### src/rtl/core_pkg.sv
// Shared definitions for the corelet write-back path: source select
// encodings and the write-back FSM state type.
package core_pkg;

    localparam logic SRC_OFIFO = 1'b0;
    localparam logic SRC_SFP   = 1'b1;

    typedef enum logic [2:0] {
        S_IDLE,
        S_CHECK,
        S_FETCH,
        S_RD,
        S_WR,
        S_FIN
    } state_t;

endpackage

### src/rtl/psum_writeback_engine_if.sv
// Bundle of job control, source handshakes and psum SRAM port for the
// write-back engine. master = engine side, slave = surrounding corelet.
interface psum_writeback_engine_if #(
    parameter int COL     = 8,
    parameter int PSUM_BW = 16,
    parameter int DEPTH   = 2048
) ();
    localparam int AW = $clog2(DEPTH);
    localparam int W  = COL * PSUM_BW;

    logic          start;
    logic [AW-1:0] base_addr;
    logic [AW:0]   len;
    logic          acc_en;
    logic          relu_en;
    logic          src_sel;

    logic          ofifo_valid;
    logic [W-1:0]  ofifo_data;
    logic          ofifo_rd;
    logic          sfp_valid;
    logic [W-1:0]  sfp_data;
    logic          sfp_ready;

    logic          mem_cen;
    logic          mem_wen;
    logic [AW-1:0] mem_a;
    logic [W-1:0]  mem_d;
    logic [W-1:0]  mem_q;

    logic          busy;
    logic          done;
    logic          err;

    modport master (
        input  start, base_addr, len, acc_en, relu_en, src_sel,
        input  ofifo_valid, ofifo_data, sfp_valid, sfp_data, mem_q,
        output ofifo_rd, sfp_ready, mem_cen, mem_wen, mem_a, mem_d,
        output busy, done, err
    );

    modport slave (
        output start, base_addr, len, acc_en, relu_en, src_sel,
        output ofifo_valid, ofifo_data, sfp_valid, sfp_data, mem_q,
        input  ofifo_rd, sfp_ready, mem_cen, mem_wen, mem_a, mem_d,
        input  busy, done, err
    );
endinterface

### src/rtl/psum_writeback_engine_lane_alu.sv
// One output lane: signed saturating accumulate (or bypass for overwrite)
// followed by optional ReLU.
module psum_lane_alu #(
    parameter int PSUM_BW = 16
) (
    input  logic [PSUM_BW-1:0] stored,
    input  logic [PSUM_BW-1:0] operand,
    input  logic               acc_en,
    input  logic               relu_en,
    output logic [PSUM_BW-1:0] result
);
    localparam logic [PSUM_BW-1:0] MAX_VAL = {1'b0, {(PSUM_BW-1){1'b1}}};
    localparam logic [PSUM_BW-1:0] MIN_VAL = {1'b1, {(PSUM_BW-1){1'b0}}};

    logic [PSUM_BW:0]   sum;
    logic [PSUM_BW-1:0] pre;

    assign sum = {stored[PSUM_BW-1], stored} + {operand[PSUM_BW-1], operand};

    always_comb begin
        pre = operand;
        if (acc_en) begin
            // The two top bits of the widened sum disagree only on overflow.
            if (sum[PSUM_BW] != sum[PSUM_BW-1]) begin
                pre = sum[PSUM_BW] ? MIN_VAL : MAX_VAL;
            end else begin
                pre = sum[PSUM_BW-1:0];
            end
        end
        result = (relu_en && pre[PSUM_BW-1]) ? '0 : pre;
    end
endmodule

### src/rtl/psum_writeback_engine.sv
// Drains OFIFO/SFP vectors into the psum SRAM at consecutive addresses,
// overwriting or accumulating (read-modify-write) with optional ReLU.
module psum_writeback_engine
    import core_pkg::*;
#(
    parameter int COL     = 8,
    parameter int PSUM_BW = 16,
    parameter int DEPTH   = 2048
) (
    input  logic                    clk,
    input  logic                    reset,
    psum_writeback_engine_if.master bus
);
    localparam int AW = $clog2(DEPTH);
    localparam int W  = COL * PSUM_BW;
    localparam logic [AW+1:0] DEPTH_W = (AW+2)'(DEPTH);

    state_t        state_reg, state_next;
    logic [AW-1:0] addr_reg;
    logic [AW:0]   cnt_reg;
    logic          acc_reg, relu_reg, src_reg;
    logic [W-1:0]  vec_reg;
    logic          cen_reg, wen_reg, busy_reg, done_reg, err_reg;
    logic [AW+1:0] end_addr;
    logic          range_bad, beat, last;
    logic [W-1:0]  alu_out;

    assign end_addr  = {2'b00, addr_reg} + {1'b0, cnt_reg};
    assign range_bad = end_addr > DEPTH_W;
    assign last      = cnt_reg == (AW+1)'(1);
    assign beat      = (state_reg == S_FETCH) &&
                       ((src_reg == SRC_SFP) ? bus.sfp_valid : bus.ofifo_valid);

    assign bus.ofifo_rd  = beat && (src_reg == SRC_OFIFO);
    assign bus.sfp_ready = beat && (src_reg == SRC_SFP);
    assign bus.mem_cen   = cen_reg;
    assign bus.mem_wen   = wen_reg;
    assign bus.mem_a     = addr_reg;
    assign bus.busy      = busy_reg;
    assign bus.done      = done_reg;
    assign bus.err       = err_reg;
    // Write data is formed in the write cycle itself so accumulate can use mem_q.
    assign bus.mem_d     = (state_reg == S_WR) ? alu_out : '0;

    generate
        for (genvar gi = 0; gi < COL; gi++) begin : g_lane
            psum_lane_alu #(.PSUM_BW(PSUM_BW)) u_lane (
                .stored  (bus.mem_q[gi*PSUM_BW +: PSUM_BW]),
                .operand (vec_reg[gi*PSUM_BW +: PSUM_BW]),
                .acc_en  (acc_reg),
                .relu_en (relu_reg),
                .result  (alu_out[gi*PSUM_BW +: PSUM_BW])
            );
        end
    endgenerate

    always_ff @(posedge clk or negedge reset) begin
        if (!reset) state_reg <= S_IDLE;
        else        state_reg <= state_next;
    end

    always_comb begin
        state_next = state_reg;
        case (state_reg)
            S_IDLE:  if (bus.start) state_next = S_CHECK;
            S_CHECK: state_next = (range_bad || cnt_reg == '0) ? S_FIN : S_FETCH;
            S_FETCH: if (beat) state_next = acc_reg ? S_RD : S_WR;
            S_RD:    state_next = S_WR;
            S_WR:    state_next = last ? S_FIN : S_FETCH;
            S_FIN:   state_next = S_IDLE;
            default: state_next = S_IDLE;
        endcase
    end

    always_ff @(posedge clk or negedge reset) begin
        if (!reset) begin
            addr_reg <= '0;
            cnt_reg  <= '0;
            acc_reg  <= 1'b0;
            relu_reg <= 1'b0;
            src_reg  <= SRC_OFIFO;
            vec_reg  <= '0;
            cen_reg  <= 1'b1;
            wen_reg  <= 1'b1;
            busy_reg <= 1'b0;
            done_reg <= 1'b0;
            err_reg  <= 1'b0;
        end else begin
            // Memory strobes and status are registered from the next state.
            cen_reg  <= !(state_next == S_RD || state_next == S_WR);
            wen_reg  <= state_next != S_WR;
            busy_reg <= state_next inside {S_CHECK, S_FETCH, S_RD, S_WR};
            done_reg <= state_next == S_FIN;
            err_reg  <= (state_reg == S_CHECK) && range_bad;
            if (state_reg == S_IDLE && bus.start) begin
                addr_reg <= bus.base_addr;
                cnt_reg  <= bus.len;
                acc_reg  <= bus.acc_en;
                relu_reg <= bus.relu_en;
                src_reg  <= bus.src_sel;
            end
            if (beat) begin
                vec_reg <= (src_reg == SRC_SFP) ? bus.sfp_data : bus.ofifo_data;
            end
            if (state_reg == S_WR) begin
                addr_reg <= addr_reg + 1'b1;
                cnt_reg  <= cnt_reg - 1'b1;
            end
        end
    end
endmodule

### src/flat_wrapper.sv
// flat-port wrapper written by rule: the top's interface ports become plain ports
module psum_writeback_engine_flat import core_pkg::*;
#(
    parameter int COL     = 8,
    parameter int PSUM_BW = 16,
    parameter int DEPTH   = 2048
)
  (clk, reset, bus_start, bus_base_addr, bus_len, bus_acc_en, bus_relu_en, bus_src_sel, bus_ofifo_valid, bus_ofifo_data, bus_sfp_valid, bus_sfp_data, bus_mem_q, bus_ofifo_rd, bus_sfp_ready, bus_mem_cen, bus_mem_wen, bus_mem_a, bus_mem_d, bus_busy, bus_done, bus_err);
  psum_writeback_engine_if #(.COL(COL), .PSUM_BW(PSUM_BW), .DEPTH(DEPTH)) bus_i ();
  input  logic clk;
  input  logic reset;
  input wire logic [$bits(bus_i.start)-1:0] bus_start;
  input wire logic [$bits(bus_i.base_addr)-1:0] bus_base_addr;
  input wire logic [$bits(bus_i.len)-1:0] bus_len;
  input wire logic [$bits(bus_i.acc_en)-1:0] bus_acc_en;
  input wire logic [$bits(bus_i.relu_en)-1:0] bus_relu_en;
  input wire logic [$bits(bus_i.src_sel)-1:0] bus_src_sel;
  input wire logic [$bits(bus_i.ofifo_valid)-1:0] bus_ofifo_valid;
  input wire logic [$bits(bus_i.ofifo_data)-1:0] bus_ofifo_data;
  input wire logic [$bits(bus_i.sfp_valid)-1:0] bus_sfp_valid;
  input wire logic [$bits(bus_i.sfp_data)-1:0] bus_sfp_data;
  input wire logic [$bits(bus_i.mem_q)-1:0] bus_mem_q;
  output wire logic [$bits(bus_i.ofifo_rd)-1:0] bus_ofifo_rd;
  output wire logic [$bits(bus_i.sfp_ready)-1:0] bus_sfp_ready;
  output wire logic [$bits(bus_i.mem_cen)-1:0] bus_mem_cen;
  output wire logic [$bits(bus_i.mem_wen)-1:0] bus_mem_wen;
  output wire logic [$bits(bus_i.mem_a)-1:0] bus_mem_a;
  output wire logic [$bits(bus_i.mem_d)-1:0] bus_mem_d;
  output wire logic [$bits(bus_i.busy)-1:0] bus_busy;
  output wire logic [$bits(bus_i.done)-1:0] bus_done;
  output wire logic [$bits(bus_i.err)-1:0] bus_err;
  assign bus_i.start = bus_start;
  assign bus_i.base_addr = bus_base_addr;
  assign bus_i.len = bus_len;
  assign bus_i.acc_en = bus_acc_en;
  assign bus_i.relu_en = bus_relu_en;
  assign bus_i.src_sel = bus_src_sel;
  assign bus_i.ofifo_valid = bus_ofifo_valid;
  assign bus_i.ofifo_data = bus_ofifo_data;
  assign bus_i.sfp_valid = bus_sfp_valid;
  assign bus_i.sfp_data = bus_sfp_data;
  assign bus_i.mem_q = bus_mem_q;
  assign bus_ofifo_rd = bus_i.ofifo_rd;
  assign bus_sfp_ready = bus_i.sfp_ready;
  assign bus_mem_cen = bus_i.mem_cen;
  assign bus_mem_wen = bus_i.mem_wen;
  assign bus_mem_a = bus_i.mem_a;
  assign bus_mem_d = bus_i.mem_d;
  assign bus_busy = bus_i.busy;
  assign bus_done = bus_i.done;
  assign bus_err = bus_i.err;
  psum_writeback_engine #(.COL(COL), .PSUM_BW(PSUM_BW), .DEPTH(DEPTH)) u_core (.clk(clk), .reset(reset), .bus(bus_i));
endmodule
### config.mk
export PLATFORM = sky130hd
export DESIGN_NAME = psum_writeback_engine_flat
export DESIGN_NICKNAME = d
export VERILOG_FILES = /design/src/rtl/core_pkg.sv /design/src/rtl/psum_writeback_engine_if.sv /design/src/rtl/psum_writeback_engine_lane_alu.sv /design/src/rtl/psum_writeback_engine.sv /design/src/flat_wrapper.sv
export SDC_FILE = /design/constraint.sdc
export NUM_CORES = 1
export LEC_CHECK = 0
export BUFFER_PORTS_ARGS = -buffer_cell sky130_fd_sc_hd__buf_2
export CAP_MARGIN = 20
export CORE_ASPECT_RATIO = 0.5
export CORE_MARGIN = 10
export CORE_UTILIZATION = 52
export DETAILED_ROUTE_END_ITERATION = 7
export PLACE_DENSITY_LB_ADDON = 0.12
export SYNTH_ARGS = -nofsm -noshare
export SYNTH_HDL_FRONTEND = slang
export SYNTH_SLANG_ARGS = --single-unit
### constraint.sdc
create_clock -name clk -period 4.7 [get_ports clk]
set_input_delay 0.235 -clock clk [delete_from_list [all_inputs] [get_ports clk]]
set_output_delay 0.235 -clock clk [all_outputs]
set_load 0.03 [all_outputs]
==> impl_results.md, run 1 <==
- Outcome: finished with violations
- Failing checks: setup timing
- FMAX: 209 MHz
- RSZ-0062 raised after global routing: true
- Via-to-Cell Ratio: 5.89
- Vias post-DR: 18675
- DRT Pass-1 Iters: 5
- Syn Std Cell Area: 0.0158 mm^2
- Port buffer count: 560
- Post-layout minimum cycle time: 4780 ps
- Total grt overflow: 0
- Area of the multi-input gates: 0.0118 mm^2
- Synth warnings: 0
- Register area share after synthesis: 25.6%
- Setup crit end kind: output port
- CP required: 4470 ps
- Post-synth cell types: 94
- Core region area: 0.0302 mm^2
- Overall routing resource usage: 31.4%
- P per Cell Area: 680 mW/mm^2
- Die W: 267 um
- Antenna violations before repair: 10
- Fin. Hold Viols: 0
- Fill count: 2485
- Final Wtd Congestion: 0.927
- Slew @ Worst Pin: 1140 ps
- HPWL Detailed: 47500 um
- Max cap viols: 0
- Gate Count Post-Synth: 2029
- Avg Inst Size Synth: 7.81 um^2
- Pleak: 11.2 nW
- Layout cells sized above 1: 30.5%
- Normalized max-slew margin: 23.9%
- Post-synth EDFFs: 0
- Min-Delay Path Class: in2reg
- Post-route ant nets: 0
- Crit path max-delay cell type: dfrtp_1
- Final setup vio count: 7
- Largest net degree at the start of global routing: 95
- Clk_lat worst skew: 470 ps
- Final wirelength: 64900 um
- Worst Path Arrival: 4550 ps
- Layout Nets: 3332
- Number of global-route vias before repair: 17866
- Kind of critical path: reg2out
- 1st-iter DRT viols: 1665
- H-tree Lvls: 4
- Fraction of registers with async set/reset: 100%
- Setup_tns: -402 ps
- First-pass GRT wire length: 96700 um
- Top-Level Pins: 561
- Most used DFF post-synth: dfrtp_1
- Die Ht: 143 um
- Starting density of the core: 52.5%
- Max reg flops: 128
- CP startpoint kind: register
- CTS tree: yes
- Clock Tree Root: clkbuf_16
- CTS Buf Count: 17
- FF+latch area: 0.00406 mm^2
- Synthesized net count: 2609
- Layout Area Growth over Synthesis: 39.3%
- Max-slew violation count: 0
- Fin Hold WS: 10.1 ps
- Die ar.: 0.0383 mm^2
- Worst VDD drop: 0.350 mV
- Worst path max stage delay: 420 ps
- Crit-path cells: ha_4 -> a211o_1 -> o211ai_1 -> a21oi_2 -> a41o_1 -> o41a_1 -> a221oi_2 -> mux2i_1 -> nand2_1 -> ha_2 -> or3_4 -> o21ai_2 -> o21a_1 -> nand2_2 -> a21oi_4 -> buf_6 -> o21ai_1 -> nand2_1 -> buf_6
- Clk buf depth: 2
- Clk pin slew, worst setup/hold paths: 80 ps
- Post-route clock period utilization: 102%
- Max FO, Critical Path: 7
- Skew final: 13.6 ps
- Post-detailed-route DRC marker count: 0
- Flops & latches, synth: 162
- Rows: 45
- Num Clock Sinks: 162
- Post-DR wirelength/cell: 20.5 um
- Final Worst Setup Slack: -84.3 ps
[cells by family (layout without fill, tap and decap cells)]
logic type / after synthesis / after routing / synth area share [%]
compound gates: 658 / 658 / 29.1
xor+xnor: 81 / 81 / 4.48
fa+ha+maj: 165 / 165 / 13.5
buf+inv: 110 / 846 / 2.88
flops: 162 / 162 / 25.6
mux: 11 / 11 / 0.814
other cells: 0 / 9 / 0
simple gates: 842 / 842 / 23.6
[worst max-delay path: cells and delay by family (launching register included)]
| kind | cells | cell delay (ps) |
|---|---|---|
| compound gates | 10 | 2090 |
| fa+ha+maj | 2 | 400 |
| buf+inv | 2 | 290 |
| flops | 1 | 420 |
| mux | 1 | 280 |
| simple gates | 4 | 600 |
[cell usage after synthesis (all sizes together), types with 4 or more instances]
master   instances  area (um^2)
and3            30          188
nand3           27          135
or2             12         75.1
o21bai           6         45.0
nor2           160          601
a2111oi          8          133
xnor2           55          482
nand2          440         1650
a21boi           7         52.6
o221a           18          203
inv             27          101
buf             17          100
mux2i            9          103
a221oi           9          104
clkbuf          64          240
xor2            26          228
nand2b          19          119
or3             15         95.1
a31oi           29          181
and2            23          146
nand4            9         71.3
a21o            46          345
nor3b            6         45.0
nor3            59          305
a311oi           4         35.0
a32oi            4         35.0
o211ai          13          108
dfrtp          160         4000
o41a             5         66.3
nand3b           6         45.0
o21ai          174          875
fa               9          180
o21a            38          285
a31o             4         35.0
o22ai            5         37.5
and4             4         37.5
nor2b           19          119
a22o             6         55.1
ha             156         1950
a21oi           69          349
a211o           11         96.3
o311ai           5         43.8
a211oi          38          298
o32ai            4         35.0
a22oi          135         1010
[report_power, final]
| part | leakage (nW) | switching (W) | internal [W] |
|---|---|---|---|
| clock | 0.296 | 0.000702 | 0.000816 |
| sequential | 2.02 | 0.000754 | 0.00203 |
| combinational | 8.88 | 0.00625 | 0.00444 |
[through the flow]
stage | total power [W] | instance area (um^2) | cells | worst slack, ps | util (%)
floorplan | 0.00966 | 15800 | 2029 | 116 | -
global placement | 0.0120 | 19000 | 2934 | 61.0 | 63.1
detailed placement | 0.0121 | 19000 | 2934 | -29.4 | 63.1
CTS | 0.0143 | 21500 | 3146 | -56.7 | 71.3
global route | 0.0162 | 22100 | 3172 | -210 | 73.1
finish | 0.0150 | 22100 | 3173 | -84.3 | 73.1
[final timing paths]
kind                                           from  slack (ps)  depth (start not counted)            endpoint
max in group asynchronous                     reset        3030                          3  u_core.vec_reg[98]
worst min register to register   u_core.vec_reg[21]         510                          2  u_core.vec_reg[21]
min in group asynchronous                     reset         460                          2  u_core.vec_reg[68]
worst max register to register  u_core.state_reg[0]        1370                          6  u_core.vec_reg[27]
worst max-delay path             u_core.vec_reg[65]         -80                         19       bus_mem_d[70]
worst min-delay path              bus_ofifo_data[3]          10                          3   u_core.vec_reg[3]
[cells in the final DEF, fill, tap and decap left out, types with 28 or more instances in the layout]
master	synthesis	routed
a21o_1	46	45
o21ai_1	17	43
dfrtp_1	160	159
xnor2_1	55	55
nand2_1	439	436
dlygate4sd3_1	0	121
o21a_1	38	34
a22oi_1	135	134
a21oi_1	68	60
o21ai_0	156	114
a211oi_1	37	31
ha_1	156	138
buf_4	1	126
buf_2	2	514
and3_1	30	29
nor2_1	160	158
nor3_1	57	57
a31oi_1	29	28
[cell type report]
cell class	count	share of cell area (%)
Tap cell	399	2.26
Sequential cell	162	18.4
Clock buffer	18	1.99
Inverter	28	0.476
Timing Repair Buffer	786	22.7
Clock inverter	14	0.766
Multi-Input combinational cell	1757	53.3
Antenna cell	9	0.102
[layer usage]
layer	up-vias	routed length (um)	global-route usage, %
met2	721	33300	56.6
li1	8925	-	-
met5	-	12	0
met3	137	3990	4.83
met1	8890	25400	37.3
met4	2	2150	12.0
[what timing repair did]
item / CTS / global route
pin swaps: 23 / 42
hold endpoints to repair: 166 / 0
setup endpoints to repair: 60 / 100
cloned: 1 / 0
setup buffers: 59 / 22
hold buffers: 121 / 0
resized for setup: 88 / 121
Note: power is estimated with default switching activity, not from simulation.
==> run 2: changes to the inputs <==
--- a/config.mk
+++ b/config.mk
@@ -12,6 +12,7 @@
 export CORE_UTILIZATION = 52
 export DETAILED_ROUTE_END_ITERATION = 7
 export PLACE_DENSITY_LB_ADDON = 0.12
+export RECOVER_POWER = 25
 export SYNTH_ARGS = -nofsm -noshare
 export SYNTH_HDL_FRONTEND = slang
 export SYNTH_SLANG_ARGS = --single-unit
==> constraint.sdc (replaced) <==
create_clock -name clk -period 4.7 [get_ports clk]
set_input_delay 0.235 -clock clk [delete_from_list [all_inputs] [get_ports clk]]
set_output_delay 0.235 -clock clk [all_outputs]
set_load 0.1 [all_outputs]
==> impl_results.md, run 2 (synthesized netlist as in run 1, its figures left out) <==
- Num Clock Sinks: 162
- Layout Nets: 3318
- DRT Pass-1 Iters: 6
- Layout cells sized above 1: 33.2%
- Hold depth: 3
- R2R depth: 6
- H-tree Lvls: 4
- GRT met1 Usage: 37.7%
- Post-route clock period utilization: 102%
- First-pass GRT wire length: 99000 um
- Normalized max-slew margin: -150%
- Post-route ant nets: 0
- Largest net degree at the start of global routing: 129
- CTS Buf Count: 17
- Worst Path Arrival: 4550 ps
- RSZ-0062 raised after global routing: true
- Clk_lat worst skew: 460 ps
- Starting density of the core: 52.5%
- Core region area: 0.0302 mm^2
- Skew final: 9.94 ps
- Reg2reg end: u_core.vec_reg[21]
- 1st-iter DRT viols: 1806
- Fin Hold WS: 6.67 ps
- Rows: 45
- Global routing usage on met2: 56.3%
- Total grt overflow: 0
- Beginning of the worst register-to-register path: u_core.state_reg[0]
- Fin. Hold Viols: 0
- R2R setup slack: 1570 ps
- Vias post-DR: 19126
- GRT busiest layer: met2
- Most frequent cells in the layout: buf_2, nand2_1, dfrtp_1
- Post-detailed-route DRC marker count: 0
- Layout Area Growth over Synthesis: 48.7%
- CP startpoint kind: register
- Post-layout minimum cycle time: 4780 ps
- Die W: 267 um
- Final Worst Setup Slack: -83.6 ps
- Final Wtd Congestion: 0.976
- Total power: 0.0177 W
- Max-slew violation count: 77
- Slew @ Worst Pin: 3750 ps
- Failing checks: capacitance limit, slew limit, setup timing
- Max reg flops: 128
- Die ar.: 0.0383 mm^2
- Post-DR wirelength/cell: 21.3 um
- Via-to-Cell Ratio: 6.04
- Die Ht: 143 um
- HPWL Detailed: 48400 um
- Max FO, Critical Path: 5
- Critical path endpoint: bus_mem_d[45]
- P per Cell Area: 752 mW/mm^2
- CTS tree: yes
- Kind of critical path: reg2out
- Outcome: finished with violations
- Pleak: 11.4 nW
- Antenna violations before repair: 15
- FMAX: 209 MHz
- Clk buf depth: 2
- Min-Delay Path Class: in2reg
- Clock Tree Root: clkbuf_16
- CP required: 4470 ps
- Max cap viols: 1
- Setup crit end kind: output port
- Overall routing resource usage: 32.4%
- Most common cell after layout, fill and taps aside: buf_2
- Met3 GRT Util: 5.99%
- Worst Setup SP: u_core.vec_reg[32]
- Post-Route Utilization: 78.0%
- Worst VDD drop: 0.404 mV
- Final wirelength: 67500 um
- Clk pin slew, worst setup/hold paths: 70 ps
- Port buffer count: 560
- Number of global-route vias before repair: 18405
- Top-Level Pins: 561
- Final setup vio count: 13
-- run 2: layout make-up --
type | count | area, um^2
clock buffer | 18 | 429
clock inverter | 14 | 183
fill | 2144 | 6630
antenna | 16 | 40.0
timing repair buffer | 767 | 5930
inverter | 28 | 109
sequential | 162 | 4060
tap | 399 | 499
multi-input combinational | 1762 | 12300
-- run 2: where the power goes --
part / switching, W / internal [W]
clock: 0.000669 / 0.000844
combinational: 0.00842 / 0.00496
sequential: 0.000770 / 0.00204
-- run 2: layer usage --
metal | routed length (um) | vias to the layer above
li1 | - | 8930
met1 | 26000 | 9186
met2 | 34000 | 809
met3 | 4250 | 199
met4 | 3230 | 2
met5 | 13 | -
-- run 2: repair_timing --
item                                    4_1_cts  5_1_grt
pin swaps                                    35       72
buffers inserted                             43       19
hold buffers                                113        0
gates cloned                                  5        2
endpoints found under the hold margin       144        0
endpoints found under the setup margin       88      102
gates resized for setup                      94      195
-- run 2: worst min path at each step --
stage | startpoint | end | slack (ps)
after detailed placement | reset | u_core.vec_reg[72] | 320
after global placement | reset | u_core.vec_reg[69] | 300
after floorplan | reset | u_core.acc_reg | -60
after CTS | bus_sfp_data[54] | u_core.vec_reg[54] | 0.3
after global routing | bus_sfp_data[65] | u_core.vec_reg[65] | 10
final | bus_ofifo_data[78] | u_core.vec_reg[78] | 7
-- run 2: through the flow --
step | cell area (um^2) | TNS (ps) | setup slack [ps] | cells
final | 23500 | -317 | -83.6 | 3166
after global placement | 20300 | 0 | 263 | 2937
after detailed placement | 20300 | 0 | 131 | 2937
after CTS | 22700 | -98.7 | -38.2 | 3129
after global routing | 23500 | -7280 | -258 | 3163
after floorplan | 16000 | -13360 | -712 | 2029
-- run 2: critical path, stage by stage, from the launching register on --
cell and delay (ps):
dfrtp_1 430, ha_4 180, a211o_1 280, o211ai_1 170, a21oi_2 100, a41o_1 210, o41a_1 360, a221oi_2 320
mux2i_1 270, nand2_1 90, ha_2 180, or3_4 340, o21ai_4 70, o21a_1 170, nand2_1 80, a21oi_2 220
buf_6 160, nand2_2 70, o21ai_4 190, buf_12 200
